[src/rtl/rggen_bit_field_rx_if.sv]
// Register-bus view of a single bit field: the bus supplies the read strobe and mask,
// the field returns its contents as read_data and value.
interface rggen_bit_field_rx_if #(
  parameter int WIDTH = 8
);
  logic             valid;
  logic [WIDTH-1:0] read_mask;
  logic [WIDTH-1:0] read_data;
  logic [WIDTH-1:0] value;

  modport bit_field (
    input  valid,
    input  read_mask,
    output read_data,
    output value
  );

  modport master (
    output valid,
    output read_mask,
    input  read_data,
    input  value
  );
endinterface

[src/rtl/rggen_bit_field_rx.sv]
// Status bit field with read side effect (MODE 0 read-to-clear, 1 read-to-set), hardware set/clear
// and an optional saturating lost-event counter enabled by macro RGGEN_BIT_FIELD_RX_LOST_COUNT_EN.
module rggen_bit_field_rx #(
  parameter int                WIDTH         = 8,
  parameter logic [WIDTH-1:0]  INITIAL_VALUE = '0,
  parameter int                MODE          = 0,
  parameter int                COUNT_WIDTH   = 4
) (
  input  logic                    i_clk,
  input  logic                    i_rst,
  rggen_bit_field_rx_if.bit_field bit_field_if,
  input  logic [WIDTH-1:0]        i_set,
  input  logic [WIDTH-1:0]        i_clear,
  output logic [WIDTH-1:0]        o_value,
  output logic                    o_irq,
  output logic [COUNT_WIDTH-1:0]  o_lost_count
);

  logic [WIDTH-1:0] value_q;
  logic [WIDTH-1:0] value_d;
  logic [WIDTH-1:0] rd_s;

  assign rd_s = {WIDTH{bit_field_if.valid}} & bit_field_if.read_mask;

  // Next field value: a hardware set always wins; the read side effect depends on MODE.
  always_comb begin
    value_d = value_q;
    case (MODE)
      32'sd0:  value_d = i_set | (value_q & ~rd_s & ~i_clear);
      32'sd1:  value_d = rd_s | i_set | (value_q & ~i_clear);
      default: value_d = i_set | (value_q & ~rd_s & ~i_clear);
    endcase
  end

  // Field register with synchronous reset to the configured initial value.
  always_ff @(posedge i_clk) begin
    if (i_rst) begin
      value_q <= INITIAL_VALUE;
    end else begin
      value_q <= value_d;
    end
  end

  assign bit_field_if.read_data = value_q;
  assign bit_field_if.value     = value_q;
  assign o_value                = value_q;
  assign o_irq                  = |value_q;

`ifdef RGGEN_BIT_FIELD_RX_LOST_COUNT_EN
  localparam logic [COUNT_WIDTH-1:0] COUNT_MAX = '1;

  logic [COUNT_WIDTH-1:0] count_q;
  logic [COUNT_WIDTH-1:0] count_d;
  logic                   lost_s;
  logic                   read_hit_s;

  // A set landing on an already-set bit overwrites an unserviced event.
  assign lost_s     = |(i_set & value_q);
  assign read_hit_s = |rd_s;

  // Counter next state: a read restarts counting, and an event in the read cycle is kept.
  always_comb begin
    count_d = count_q;
    if (read_hit_s) begin
      if (lost_s) begin
        count_d = COUNT_WIDTH'(1);
      end else begin
        count_d = '0;
      end
    end else if (lost_s && (count_q != COUNT_MAX)) begin
      count_d = count_q + COUNT_WIDTH'(1);
    end else begin
      count_d = count_q;
    end
  end

  // Lost-event counter register.
  always_ff @(posedge i_clk) begin
    if (i_rst) begin
      count_q <= '0;
    end else begin
      count_q <= count_d;
    end
  end

  assign o_lost_count = count_q;
`else
  assign o_lost_count = '0;
`endif

endmodule

[src/flat_wrapper.sv]
// flat-port wrapper written by rule: the top's interface ports become plain ports
module rggen_bit_field_rx_flat 
#(
  parameter int                WIDTH         = 8,
  parameter logic [WIDTH-1:0]  INITIAL_VALUE = '0,
  parameter int                MODE          = 0,
  parameter int                COUNT_WIDTH   = 4
)
  (i_clk, i_rst, i_set, i_clear, o_value, o_irq, o_lost_count, bit_field_if_valid, bit_field_if_read_mask, bit_field_if_read_data, bit_field_if_value);
  rggen_bit_field_rx_if #(.WIDTH(WIDTH)) bit_field_if_i ();
  input  logic i_clk;
  input  logic i_rst;
  input  logic [WIDTH-1:0] i_set;
  input  logic [WIDTH-1:0] i_clear;
  output logic [WIDTH-1:0] o_value;
  output logic o_irq;
  output logic [COUNT_WIDTH-1:0] o_lost_count;
  input wire logic [$bits(bit_field_if_i.valid)-1:0] bit_field_if_valid;
  input wire logic [$bits(bit_field_if_i.read_mask)-1:0] bit_field_if_read_mask;
  output wire logic [$bits(bit_field_if_i.read_data)-1:0] bit_field_if_read_data;
  output wire logic [$bits(bit_field_if_i.value)-1:0] bit_field_if_value;
  assign bit_field_if_i.valid = bit_field_if_valid;
  assign bit_field_if_i.read_mask = bit_field_if_read_mask;
  assign bit_field_if_read_data = bit_field_if_i.read_data;
  assign bit_field_if_value = bit_field_if_i.value;
  rggen_bit_field_rx #(.WIDTH(WIDTH), .INITIAL_VALUE(INITIAL_VALUE), .MODE(MODE), .COUNT_WIDTH(COUNT_WIDTH)) u_core (.i_clk(i_clk), .i_rst(i_rst), .bit_field_if(bit_field_if_i), .i_set(i_set), .i_clear(i_clear), .o_value(o_value), .o_irq(o_irq), .o_lost_count(o_lost_count));
endmodule
[config.mk]
export PLATFORM = sky130hd
export DESIGN_NAME = rggen_bit_field_rx_flat
export DESIGN_NICKNAME = d
export VERILOG_FILES = /design/src/rtl/rggen_bit_field_rx_if.sv /design/src/rtl/rggen_bit_field_rx.sv /design/src/flat_wrapper.sv
export SDC_FILE = /design/constraint.sdc
export NUM_CORES = 1
export LEC_CHECK = 0
export CORE_MARGIN = 1
export CORE_UTILIZATION = 26
export CTS_CLUSTER_SIZE = 20
export DETAILED_ROUTE_END_ITERATION = 16
export PLACE_DENSITY = 0.86
export SLEW_MARGIN = 20
export SYNTH_ARGS = -nofsm -noshare
export SYNTH_HDL_FRONTEND = slang
export SYNTH_SLANG_ARGS = --single-unit
[constraint.sdc]
create_clock -name i_clk -period 0.96 [get_ports i_clk]
set_input_delay 0.192 -clock i_clk [delete_from_list [all_inputs] [get_ports i_clk]]
set_output_delay 0.192 -clock i_clk [all_outputs]
set_load 0.01 [all_outputs]
; ---- Yosys cells after proc, flatten, opt, wreduce, memory -nomap -nowiden
; Index checks and enable logic that the tools add are counted.
; W data, S select, Z words.
[op_classes]
bitwise_logic = 6
reduce_logical = 1
[op_table]
columns = cell, n
row1 = $and A8 B8 Y8, 3
row2 = $not A8 Y8, 2
row3 = $or A8 B8 Y8, 1
row4 = $reduce_or A8 Y1, 1
[totals]
ff_bits = 8
word_cells = 8
inputBits = 27
out_inout_bits = 29

; ---- Depth between registers and ports, before layout
[depth]
ltp_word = 5
ltp_mapped = 4
depth_no_buf = 3

; ---- Worst setup path before layout
; No wires, ideal clock.
[synth_path]
kind = reg2out
from = register u_core.value_q[5], in the netlist u_core.bit_field_if.read_data[5]
to = output o_irq
stages_incl_launch_ff = 3
path_buffers = 0
setup_slack_ns = 0.034
t_arrival_ns = 0.734
path_cell_list = dfxtp_1 -> nor4_1 -> nand2_1
[synth_between]
elab_chain_len = 1
[synth_lines]
columns = element, line
row1 = start: declaration, rggen_bit_field_rx.sv:19  ; logic [WIDTH-1:0] value_q;
row2 = start signal: assignment, rggen_bit_field_rx.sv:40  ; value_q <= value_d;
row3 = $reduce_or A8 Y1, rggen_bit_field_rx.sv:47  ; assign o_irq = |value_q;
row4 = end: declaration, flat_wrapper.sv:16  ; output logic o_irq;
; No other way between the ends.

; ---- Worst setup path after layout
[layout_path]
from = register u_core.value_q[1], in the netlist u_core.bit_field_if.read_data[1]
to = output o_irq
; The elaborated chain is that of the path after synthesis.

==> flow_summary.toml <==
[status]
status = "finished with violations"
violations = "setup timing"

[sta]
finalSetupViolations = 25
rsz0062_at_grt = "yes"
final.setup.tns_ps = -1950
fmax_mhz = 800
finalWorstPathRequiredPeriod_ps = 1250
finalHoldViolCount = 0
timing.final.crit_share = 1.30
fin_skew_ps = 0
slew_viol_final = 0
fin_ws_ps = -289

[floorplan]
fp.coreArea_um2 = 1730
die_h_um = 44.9
die_w_um = 44.9
dieArea_um2 = 2020
initial_utilization = 0.278
ios = 56
rows = 15

[cells_and_area]
nNetsFinal = 146
num-fill-cells = 152
area_growth_pct = 137
largest_reg_flops = 8
multi_input_area_um2 = 178
final_cells = 142
diodes = 0
drive_above_1_share = 0.470
ff_latch_area_um2 = 173
finalInstanceArea_um2 = 1130

[synthesis]
avgSynthCellArea_um2 = 7.26
yosys-top-cells-area = "dfxtp_1, buf_4, a31oi_1"
synth.top_cell.area_share = 0.334
muxShareOfSynthArea = 0
synth-compound-area-share = 0.104
synth_top_family_by_area = "buffers and inverters"
seq_area_frac_synth = 0.334
synthSimpleGateAreaFrac = 0.159
synth_cell_types = 10
synthFlopType = "dfxtp_1"
ys_ff_latch = 8
synth_fa_ha_area_frac = 0
synthCells = 66
syn_area_um2 = 479
postSynth.asyncResetShare = 0
yosysTopAreaCell = "dfxtp_1"
synth-xor-area-share = 0
synth_commonest_cells = "buf_4, nand2_1"
yosysWarnings = 0
synth_edf_count = 0
yosysMostFrequentCell = "buf_4"

[placement]
dp_slack_ps = -398
finalWeightedCongestion = 0.779
post_dp_cell_area_um2 = 971
placed_cells = 136
io_buffer_count = 51
hpwl_um = 1150

[worst_setup_path]
critPathLaunchType = "flop"
worstReg2RegStart = "u_core.bit_field_if.read_data[0]"
r2r_cells = 5
crit_start = "u_core.bit_field_if.read_data[1]"
path_cells = "nor4_4 > nand2_1 > buf_2"
endpoint_kind = "primary output"
path_class = "flop to primary output"
max_stage_delay_ps = 330
endpoint = "o_irq"
r2r_slack_ps = 10
worstReg2RegEnd = "u_core.bit_field_if.read_data[0]"
critPathMaxFanout = 2
crit_arrival_ps = 1060
cp_slowest_cell = "dfxtp_2"
critical_path_required_ps = 770

[global_route]
grt_pass1_vias = 494
grt_max_degree = 5
antenna_found_initial = 0
track_usage = 0.151
grt_overflow = 0
grt_pass1_wl_um = 2180

[clock_tree]
cts_made_buffers = 3
postCtsHoldBufs = 0
ctsRootBufferMaster = "clkbuf_4"
clk_pin_slew_ps = 60
insertion_delay_ps = 250
cts_tree = "done"
htreeDepth = 1
cts_buffer_depth = 2
cts.sinks = 8

[routing]
vias = 573
vias_per_cell = 4.04
drc = 0
drtIter0Drc = 7
wl_per_cell_um = 10.9
drtPass1Iterations = 4
drt-total-wl_um = 1550
ant_nets = 0

[power_and_ir_drop]
ir_worst_vdd_uv = 643
leakage_uw = 0.000542
pwr_density_cell_nw_per_um2 = 964

[min_path]
min_path_type = "input port to flop"

[run]
maxCapViolations = 0
==> worst max-delay path: cells and delay by family, from the launching register on <==
family        cells  cell delay [ps]
buf+inv           1              140
flops             1              330
simple gates      2              340
==> how the worst min path moves through the flow <==
stage	start	to	slack, ps	cells after the start
after floorplan	i_set[0]	u_core.bit_field_if.read_data[0]	310	2
after global placement	u_core.bit_field_if.read_data[5]	u_core.bit_field_if.read_data[5]	590	3
after detailed placement	u_core.bit_field_if.read_data[6]	u_core.bit_field_if.read_data[6]	600	3
after CTS	i_set[7]	u_core.bit_field_if.read_data[7]	540	3
after global routing	bit_field_if_valid	u_core.bit_field_if.read_data[3]	460	5
final	bit_field_if_valid	u_core.bit_field_if.read_data[3]	430	5
==> where the power goes <==
| group | switching (uW) | internal, uW | total [uW] |
|---|---|---|---|
| Sequential | 22.7 | 357 | 380 |
| Clock | 115 | 143 | 258 |
| Combinational | 155 | 299 | 454 |
| Total | 293 | 799 | 1090 |
==> what timing repair did <==
action | 4_1_cts | 5_1_grt
setup buffers | 3 | 5
setup endpoints to repair | 25 | 31
resized for setup | 144 | 11
endpoints found under the hold margin | 0 | 0
pin swaps | 3 | 4
==> final cells by class <==
type	instances	share of cell area
multi-input combinational	31	0.157
tap	25	0.0276
sequential	8	0.152
timing repair buffer	67	0.617
inverter	8	0.0265
clock buffer	3	0.0199
==> metal layers <==
metal | wire length (um) | share of wire | global-route usage
met3 | 112 | 0.072 | 0.0400
met1 | 554 | 0.36 | 0.176
met5 | 0 | 0 | 0
met2 | 882 | 0.57 | 0.272
met4 | 0 | 0 | 0.0364
==> placed cells by master (no fill, tap or decap) <==
cell             instances
conb_1                   4
clkbuf_4                 3
buf_6                   35
a31oi_4                  1
buf_4                    5
inv_1                    8
dfxtp_2                  7
nor4_2                   1
a31oi_1                  7
clkdlybuf4s50_1         25
nor2_1                   8
buf_2                    1
nand2_1                  9
dfxtp_4                  1
nor4_4                   1
dlymetal6s2s_1           1
==> cell families after synthesis <==
family                 after synthesis
buffers and inverters               30
AND/OR/NAND/NOR                     19
flip-flops                           8
other                                1
AO/OA/AOI/OAI                        8
==> through the flow <==
stage	hold WS, ps	total power [uW]	utilization
3_3_place_gp	592	752	0.562
2_1_floorplan	310	541	-
4_1_cts	537	1070	0.636
3_5_place_dp	604	762	0.562
6_report	434	1090	0.657
5_1_grt	458	1150	0.657
Power figures use the tool's default switching activity.
